--- src/rtl/serial_tx_param_pkg.sv ---
// Shared types and helpers for the serial status transmitter.
package serial_pkg;

  typedef enum logic [1:0] {
    IDLE,
    DATA,
    PAR
  } state_e;

  localparam int unsigned MAX_WIDTH = 32;
  // Bit-counter width for the widest supported frame.
  localparam int unsigned CNT_W     = $clog2(MAX_WIDTH + 1);

  // Zero-extended words do not change the XOR, so one width serves every WIDTH.
  function automatic logic par_calc(input logic [MAX_WIDTH-1:0] word, input logic odd);
    return (^word) ^ odd;
  endfunction

endpackage

--- src/rtl/serial_tx_param_if.sv ---
// Source-side handshake and serial-link signals of the transmitter.
interface serial_tx_param_if #(
  parameter int unsigned WIDTH = 4
);

  logic             init;
  logic [WIDTH-1:0] data;
  logic             status_send;
  logic             status_out;
  logic             busy;
  logic             pend_full;
  logic             done;
  logic             overrun;

  modport master (
    output init, data,
    input  status_send, status_out, busy, pend_full, done, overrun
  );

  modport slave (
    input  init, data,
    output status_send, status_out, busy, pend_full, done, overrun
  );

endinterface

--- src/rtl/serial_tx_param_pend_buf.sv ---
// One-deep pending word register with full flag; push and pop may coincide.
module serial_pend_buf #(
  parameter int unsigned WIDTH = 4
) (
  input  logic             clk,
  input  logic             clear_i,
  input  logic             push_i,
  input  logic             pop_i,
  input  logic [WIDTH-1:0] data_i,
  output logic [WIDTH-1:0] data_o,
  output logic             full_o
);

  logic [WIDTH-1:0] word_q, word_d;
  logic             full_q, full_d;

  always_comb begin
    word_d = word_q;
    full_d = full_q;
    if (push_i) begin
      word_d = data_i;
      full_d = 1'b1;
    end else if (pop_i) begin
      full_d = 1'b0;
    end
  end

  always_ff @(posedge clk) begin
    if (clear_i) begin
      word_q <= '0;
      full_q <= 1'b0;
    end else begin
      word_q <= word_d;
      full_q <= full_d;
    end
  end

  assign data_o = word_q;
  assign full_o = full_q;

endmodule

--- src/rtl/serial_tx_param.sv ---
// Parametrised one-wire frame serializer with optional parity and a one-deep pending buffer.
module serial_tx_param
  import serial_pkg::*;
#(
  parameter int unsigned WIDTH      = 4,
  parameter int unsigned MSB_FIRST  = 1,
  parameter int unsigned PARITY_EN  = 0,
  parameter int unsigned PARITY_ODD = 0
) (
  input  logic              clk,
  input  logic              rst_n,
  serial_tx_param_if.slave  bus
);

  localparam int unsigned         CNT_BITS = $clog2(WIDTH + 1);
  localparam logic [CNT_BITS-1:0] LAST_CNT = CNT_BITS'(WIDTH - 1);

  state_e              state_q, state_d;
  logic [WIDTH-1:0]    shreg_q, shreg_d;
  logic [CNT_BITS-1:0] cnt_q, cnt_d;
  logic                par_q, par_d;
  logic                send_q, send_d;
  logic                out_q, out_d;
  logic                done_q, done_d;
  logic                ovr_q, ovr_d;

  logic                idle, frame_end, start, push, pop, pend_full;
  logic [WIDTH-1:0]    pend_word, start_word;

  function automatic logic head(input logic [WIDTH-1:0] w);
    return (MSB_FIRST != 0) ? w[WIDTH-1] : w[0];
  endfunction

  function automatic logic [WIDTH-1:0] advance(input logic [WIDTH-1:0] w);
    return (MSB_FIRST != 0) ? (w << 1) : (w >> 1);
  endfunction

  // cnt_q counts data bits still to come after the one currently on the line.
  assign idle       = (state_q == IDLE);
  assign frame_end  = ((state_q == DATA) && (cnt_q == '0) && (PARITY_EN == 0)) ||
                      (state_q == PAR);
  assign start      = idle ? bus.init : (frame_end && (pend_full || bus.init));
  assign pop        = frame_end && pend_full;
  assign start_word = pop ? pend_word : bus.data;
  // At a frame end a full buffer is drained, so the incoming word always fits.
  assign push       = bus.init && !idle && (pend_full ? frame_end : !frame_end);
  assign ovr_d      = bus.init && !idle && pend_full && !frame_end;

  always_comb begin
    state_d = state_q;
    shreg_d = shreg_q;
    cnt_d   = cnt_q;
    par_d   = par_q;
    send_d  = send_q;
    out_d   = 1'b0;
    done_d  = 1'b0;
    if (start) begin
      state_d = DATA;
      cnt_d   = LAST_CNT;
      par_d   = par_calc(MAX_WIDTH'(start_word), PARITY_ODD != 0);
      send_d  = 1'b1;
      out_d   = head(start_word);
      shreg_d = advance(start_word);
    end else begin
      case (state_q)
        DATA: begin
          if (cnt_q != '0) begin
            out_d   = head(shreg_q);
            shreg_d = advance(shreg_q);
            cnt_d   = cnt_q - 1'b1;
            done_d  = (cnt_q == CNT_BITS'(1)) && (PARITY_EN == 0);
          end else if (PARITY_EN != 0) begin
            state_d = PAR;
            out_d   = par_q;
            done_d  = 1'b1;
          end else begin
            state_d = IDLE;
            send_d  = 1'b0;
          end
        end
        PAR: begin
          state_d = IDLE;
          send_d  = 1'b0;
        end
        default: ;
      endcase
    end
  end

  always_ff @(posedge clk) begin
    if (!rst_n) begin
      state_q <= IDLE;
      shreg_q <= '0;
      cnt_q   <= '0;
      par_q   <= 1'b0;
      send_q  <= 1'b0;
      out_q   <= 1'b0;
      done_q  <= 1'b0;
      ovr_q   <= 1'b0;
    end else begin
      state_q <= state_d;
      shreg_q <= shreg_d;
      cnt_q   <= cnt_d;
      par_q   <= par_d;
      send_q  <= send_d;
      out_q   <= out_d;
      done_q  <= done_d;
      ovr_q   <= ovr_d;
    end
  end

  serial_pend_buf #(
    .WIDTH (WIDTH)
  ) u_pend (
    .clk     (clk),
    .clear_i (!rst_n),
    .push_i  (push),
    .pop_i   (pop),
    .data_i  (bus.data),
    .data_o  (pend_word),
    .full_o  (pend_full)
  );

  assign bus.status_send = send_q;
  assign bus.busy        = send_q;
  assign bus.status_out  = out_q;
  assign bus.done        = done_q;
  assign bus.overrun     = ovr_q;
  assign bus.pend_full   = pend_full;

endmodule

--- src/flat_wrapper.sv ---
// flat-port wrapper written by rule: the top's interface ports become plain ports
module serial_tx_param_flat import serial_pkg::*;
#(
  parameter int unsigned WIDTH      = 4,
  parameter int unsigned MSB_FIRST  = 1,
  parameter int unsigned PARITY_EN  = 0,
  parameter int unsigned PARITY_ODD = 0
)
  (clk, rst_n, bus_init, bus_data, bus_status_send, bus_status_out, bus_busy, bus_pend_full, bus_done, bus_overrun);
  serial_tx_param_if #(.WIDTH(WIDTH)) bus_i ();
  input  logic clk;
  input  logic rst_n;
  input wire logic [$bits(bus_i.init)-1:0] bus_init;
  input wire logic [$bits(bus_i.data)-1:0] bus_data;
  output wire logic [$bits(bus_i.status_send)-1:0] bus_status_send;
  output wire logic [$bits(bus_i.status_out)-1:0] bus_status_out;
  output wire logic [$bits(bus_i.busy)-1:0] bus_busy;
  output wire logic [$bits(bus_i.pend_full)-1:0] bus_pend_full;
  output wire logic [$bits(bus_i.done)-1:0] bus_done;
  output wire logic [$bits(bus_i.overrun)-1:0] bus_overrun;
  assign bus_i.init = bus_init;
  assign bus_i.data = bus_data;
  assign bus_status_send = bus_i.status_send;
  assign bus_status_out = bus_i.status_out;
  assign bus_busy = bus_i.busy;
  assign bus_pend_full = bus_i.pend_full;
  assign bus_done = bus_i.done;
  assign bus_overrun = bus_i.overrun;
  serial_tx_param #(.WIDTH(WIDTH), .MSB_FIRST(MSB_FIRST), .PARITY_EN(PARITY_EN), .PARITY_ODD(PARITY_ODD)) u_core (.clk(clk), .rst_n(rst_n), .bus(bus_i));
endmodule
--- config.mk ---
export PLATFORM = sky130hd
export DESIGN_NAME = serial_tx_param_flat
export DESIGN_NICKNAME = d
export VERILOG_FILES = /design/src/rtl/serial_tx_param_pkg.sv /design/src/rtl/serial_tx_param_if.sv /design/src/rtl/serial_tx_param_pend_buf.sv /design/src/rtl/serial_tx_param.sv /design/src/flat_wrapper.sv
export SDC_FILE = /design/constraint.sdc
export NUM_CORES = 1
export LEC_CHECK = 0
export BUFFER_PORTS_ARGS = -buffer_cell sky130_fd_sc_hd__buf_2
export CAP_MARGIN = 10
export CELL_PAD_IN_SITES_DETAIL_PLACEMENT = 0
export CELL_PAD_IN_SITES_GLOBAL_PLACEMENT = 2
export CORE_ASPECT_RATIO = 1.5
export CORE_MARGIN = 3
export CORE_UTILIZATION = 32
export DETAILED_ROUTE_END_ITERATION = 8
export GPL_ROUTABILITY_DRIVEN = 0
export PLACE_DENSITY = 0.73
export SLEW_MARGIN = 25
export SYNTH_ARGS = -nofsm -noshare
export SYNTH_HDL_FRONTEND = slang
export SYNTH_SLANG_ARGS = --single-unit
--- constraint.sdc ---
create_clock -name clk -period 2.65 [get_ports clk]
set_input_delay 0.3975 -clock clk [delete_from_list [all_inputs] [get_ports clk]]
set_output_delay 0.3975 -clock clk [all_outputs]
set_load 0.01 [all_outputs]
# Yosys cells after proc, flatten, opt, wreduce, memory -nomap -nowiden
# Cells that the tools add are included.
# Widths: inputs -> output; s select.
# classes
addsub	1
n_eq_ne	5
mux	20
bitwise	3
reduce_logical	25
# ops
operator	n
$mux 4	4
$mux 1	10
$mux 2	4
$reduce_and 2->1	4
$reduce_bool 2->1	4
$logic_and 1x1->1	7
$reduce_bool 3->1	2
$pmux 2 s2	1
$reduce_or 4->1	1
$eq 3x1->1 const B	1
$logic_not 3->1	1
$ne 3x2->1 const B	1
$not 1->1	3
$sub 3x1->3 const B	1
$eq 2x1->1 const B	1
$eq 2x2->1 const B	1
$logic_not 1->1	2
$logic_not 2->1	1
$logic_or 1x1->1	2
$ne 2x2->1 const B	1
$pmux 1 s2	1
$reduce_or 2->1	1
# totals
ff_bits	17
input_bits	7
elab_cells	65

# Depth between registers and ports, before layout
# logic_depth
ltp_word	7
mapped_depth	10
depth_no_buf	8

# Modules after synthesis
# A second synthesis with hierarchy kept.
# hier_totals
cells_unflattened	76
area_unflattened_um2	729.4
# by_module_without_submodules
module	instances	cells_per_inst	area_per_inst_um2	seq_area_each_um2
serial_tx_param	1	59	548.0	200.2
serial_pend_buf	1	17	181.4	100.1

# Worst setup path before layout
# No wires, ideal clock.
# synth_path
path_type	flip-flop to flip-flop
start	register u_core.cnt_q[0]
end	register u_core.shreg_q[2]
arrival_time_ns	1.736
t_required_ns	2.518
path_slack_ns	0.783
stages_incl_launch_ff	11
path_buffers	2
period_less_slack_ns	1.867
path_cell_list	dfxtp_1 -> inv_1 -> ha_1 -> nand2b_4 -> buf_6 -> nor2_1 -> ha_1 -> buf_2 -> mux2_2 -> a211oi_1 -> o41ai_1
# synth_via
elab_chain_cells	7
word_cells_on_any_way	12
# synth_rtl
item	line_no	source
start, declared	serial_tx_param.sv:20	logic [CNT_BITS-1:0] cnt_q, cnt_d;
start signal, assigned	serial_tx_param.sv:103	cnt_q <= cnt_d;
$logic_not 3->1	serial_tx_param.sv:40	assign frame_end = ((state_q == DATA) && (cnt_q == '0) && (PARITY_EN == 0)) ||
$logic_and 1x1->1	serial_tx_param.sv:40	
$logic_or 1x1->1	serial_tx_param.sv:40	
$logic_and 1x1->1	serial_tx_param.sv:42	assign start = idle ? bus.init : (frame_end && (pend_full || bus.init));
$mux 1	serial_tx_param.sv:42	
$reduce_bool 2->1 (no line)	--	
$reduce_and 2->1 (no line)	--	
end signal, assigned	serial_tx_param.sv:102	shreg_q <= shreg_d;
end, declared	serial_tx_param.sv:19	logic [WIDTH-1:0] shreg_q, shreg_d;
# Several ways; a longest one is shown, not always the timed one.
# A chain may end at the register's enable or synchronous reset.

# Final worst setup path
# Ends and elaborated chain as after synthesis.

==> metrics.md <==
| Metric | Value |
|---|---|
| Area Growth Syn to Fin | 10.7% |
| Syn Nets | 90 |
| Grt total ovfl | 0 |
| #FFs+latches synth | 15 |
| CTS clk-pin slew, worst paths | 90 ps |
| Pwr dens | 588 mW/mm^2 |
| Routed vias | 597 |
| Most frequent cells in the layout | dfxtp_1, buf_2, nor2_1, mux2i_1, inv_1 |
| CTS tree | done |
| Synth Area per Inst | 9.61 sq um |
| Unrepaired setup endpoints after global routing | false |
| Final wirelength | 1510 microns |
| Commonest non-fill, non-tap cell in the layout | dfxtp_1 |
| CTS Buf Count | 3 |
| Final setup TNS | 0 ps |
| PostCTS Resize Cnt | 0 |
| Starting Density | 34.0% |
| CP Launch Type | register |
| Grt met1 use | 13.4% |
| M2 GR Usage | 20.3% |
| Pleak | 0.380 nW |
| Clk_lat worst skew | 290 ps |
| PortBufs | 12 |
| Peak VDD IR | 0.000270 V |
| Synth cell types | 28 |
| Routed vias/inst | 5.28 |
| WS Path Type | register to register |
| Final Skew | 7.08 ps |
| Endpoints failing setup | 0 |
| Largest net degree at the start of global routing | 18 |
| Post-CTS Hold Fix Bufs | 0 |
| Setup WS post-layout | 682 ps |
| # Max-Cap Violations | 0 |
| Total die area | 0.00301 sq mm |
| Post-synth top area share | 39.5% |
| Syn Inst Count | 79 |
| Worst Tran Pin Value | 384 ps |
| Most Crowded Layer GR | met2 |
| Height of the die | 65.7 microns |
| Critical Path AT | 2140 ps |
| DPL Wire Length | 1180 microns |
| Tightest Hold Check Type | input port to register |
| DR pass1 iterations | 4 |
| Final Cycle Share | 74.2% |
| Post CTS Setup Buffer Count | 0 |
| FFs w/ async S/R, synth | 0% |
| Yosys Warn Count | 0 |
| Max clock buf depth | 2 |
| Synth top area cells | dfxtp_1, mux2i_1, ha_1 |
| CTS sink count | 15 |
| Min Tclk post-route | 1970 ps |
| Relative slew slack | 74.3% |
| Fillers | 246 |
| Top FF cell, synth | dfxtp_1 |
| Met3 Use GR | 2.47% |
| Synth Cell Area | 759 sq um |
| Final Slew Violations | 0 |
| Post-DRT Antenna Nets | 0 |
| WP data required | 2820 ps |
| DRC Markers | 0 |
| EDFF count, synth | 0 |
| Horiz. Die Dim | 45.8 microns |
| DR WL/cell | 13.4 microns |
| I/O pin count | 13 |
| Seq/Total Area, Yosys | 39.5% |
| N_diodes | 0 |
| Yosys top cell by area | dfxtp_1 |
| Crit Path Max Fanout | 12 |
| Vias in the first global route | 617 |
| Antenna violations before repair | 0 |
| Final Hold Vio Count | 0 |
| First-pass GRT wire length | 2620 microns |
| Nets | 102 |
| Worst Hold Margin | 353 ps |
| FMAX | 508 MHz |
| Critical Path End Type | register |
| Status | finished, final reports clean |
| Share of cells above drive strength 1 | 23.3% |
| Library cell used as clock root buffer | clkbuf_4 |
| Rows | 21 |
| Drt first-iter violations | 18 |
| Dpl ws | 673 ps |
| Core area | 0.00223 sq mm |
| GRT Total Usage | 12.1% |
| H-tree levels | 1 |
==> final cells by class <==
class,instances,area [sq um],area share (%)
clock buffers,4,26.3,3.13
inverters,5,18.8,2.23
multi-input cells,53,399,47.5
flip-flops and latches,15,300,35.7
well taps,23,28.8,3.42
repair buffers,13,67.6,8.04
==> cell families after synthesis <==
group / count (synthesis) / synth area share [%]
AO/OA/AOI/OAI: 18 / 16.8
adder cells (fa/ha/maj): 4 / 6.59
buffers and inverters: 11 / 7.91
flip-flops: 15 / 39.5
multiplexers: 9 / 12.0
AND/OR/NAND/NOR: 22 / 17.1
==> final timing paths <==
path / startpoint / end / slack, ps / cells past startpoint
max: u_core.cnt_q[0] / u_core.shreg_q[2] / 680 / 8
min: bus_data[2] / u_core.u_pend.data_o[2] / 350 / 3
max reg2reg: u_core.cnt_q[0] / u_core.shreg_q[2] / 680 / 8
min reg2reg: u_core.shreg_q[3] / u_core.bus.status_out / 480 / 2
==> flip-flops by register name (all words and copies together) (netlist names) <==
register,cells
u_core.cnt_q,3
u_core.shreg_q,3
u_core.u_pend.data_o,4
u_core.u_pend.full_o,1
u_core.bus.overrun,1
u_core.bus.status_out,1
u_core.state_q,1
u_core.bus.done,1
==> layer usage <==
metal  vias up  wire, microns
met5         -              0
met4         0             41
met2        13            809
li1        299              -
met1       280            601
met3         5             60
==> report_power, final <==
group	internal (W)	switching, W
logic	0.0000462	0.0000615
registers	0.000242	0.0000114
clock network	0.0000585	0.0000745
total	0.000347	0.000147
==> cell usage after synthesis, types with 2 or more instances <==
cell and count:
a21oi_1 4, buf_4 2, o21ai_0 2, a31oi_1 2, buf_2 3, nand2_1 2, nor2_1 9, mux2i_1 8
nor3_1 2, dfxtp_1 15, a211o_1 3, nand3_1 4, inv_1 5, ha_1 4
==> per-stage QoR <==
step                total power, W  std cells  util, %  instance area [sq um]
global placement          0.000368        109     36.5                    815
global route              0.000529        113     37.6                    841
finish                    0.000494        113     37.6                    841
CTS                       0.000501        113     37.6                    841
detailed placement        0.000369        109     36.5                    815
floorplan                 0.000346         79        -                    759
==> critical path: stages (launching register included) <==
cell and delay (ps):
dfxtp_1 340, inv_1 80, ha_1 250, nand2b_4 130, nor2_1 110, ha_1 290
mux2_2 360, a211oi_1 180, o41ai_1 100
(Power assumes the default switching activity.)
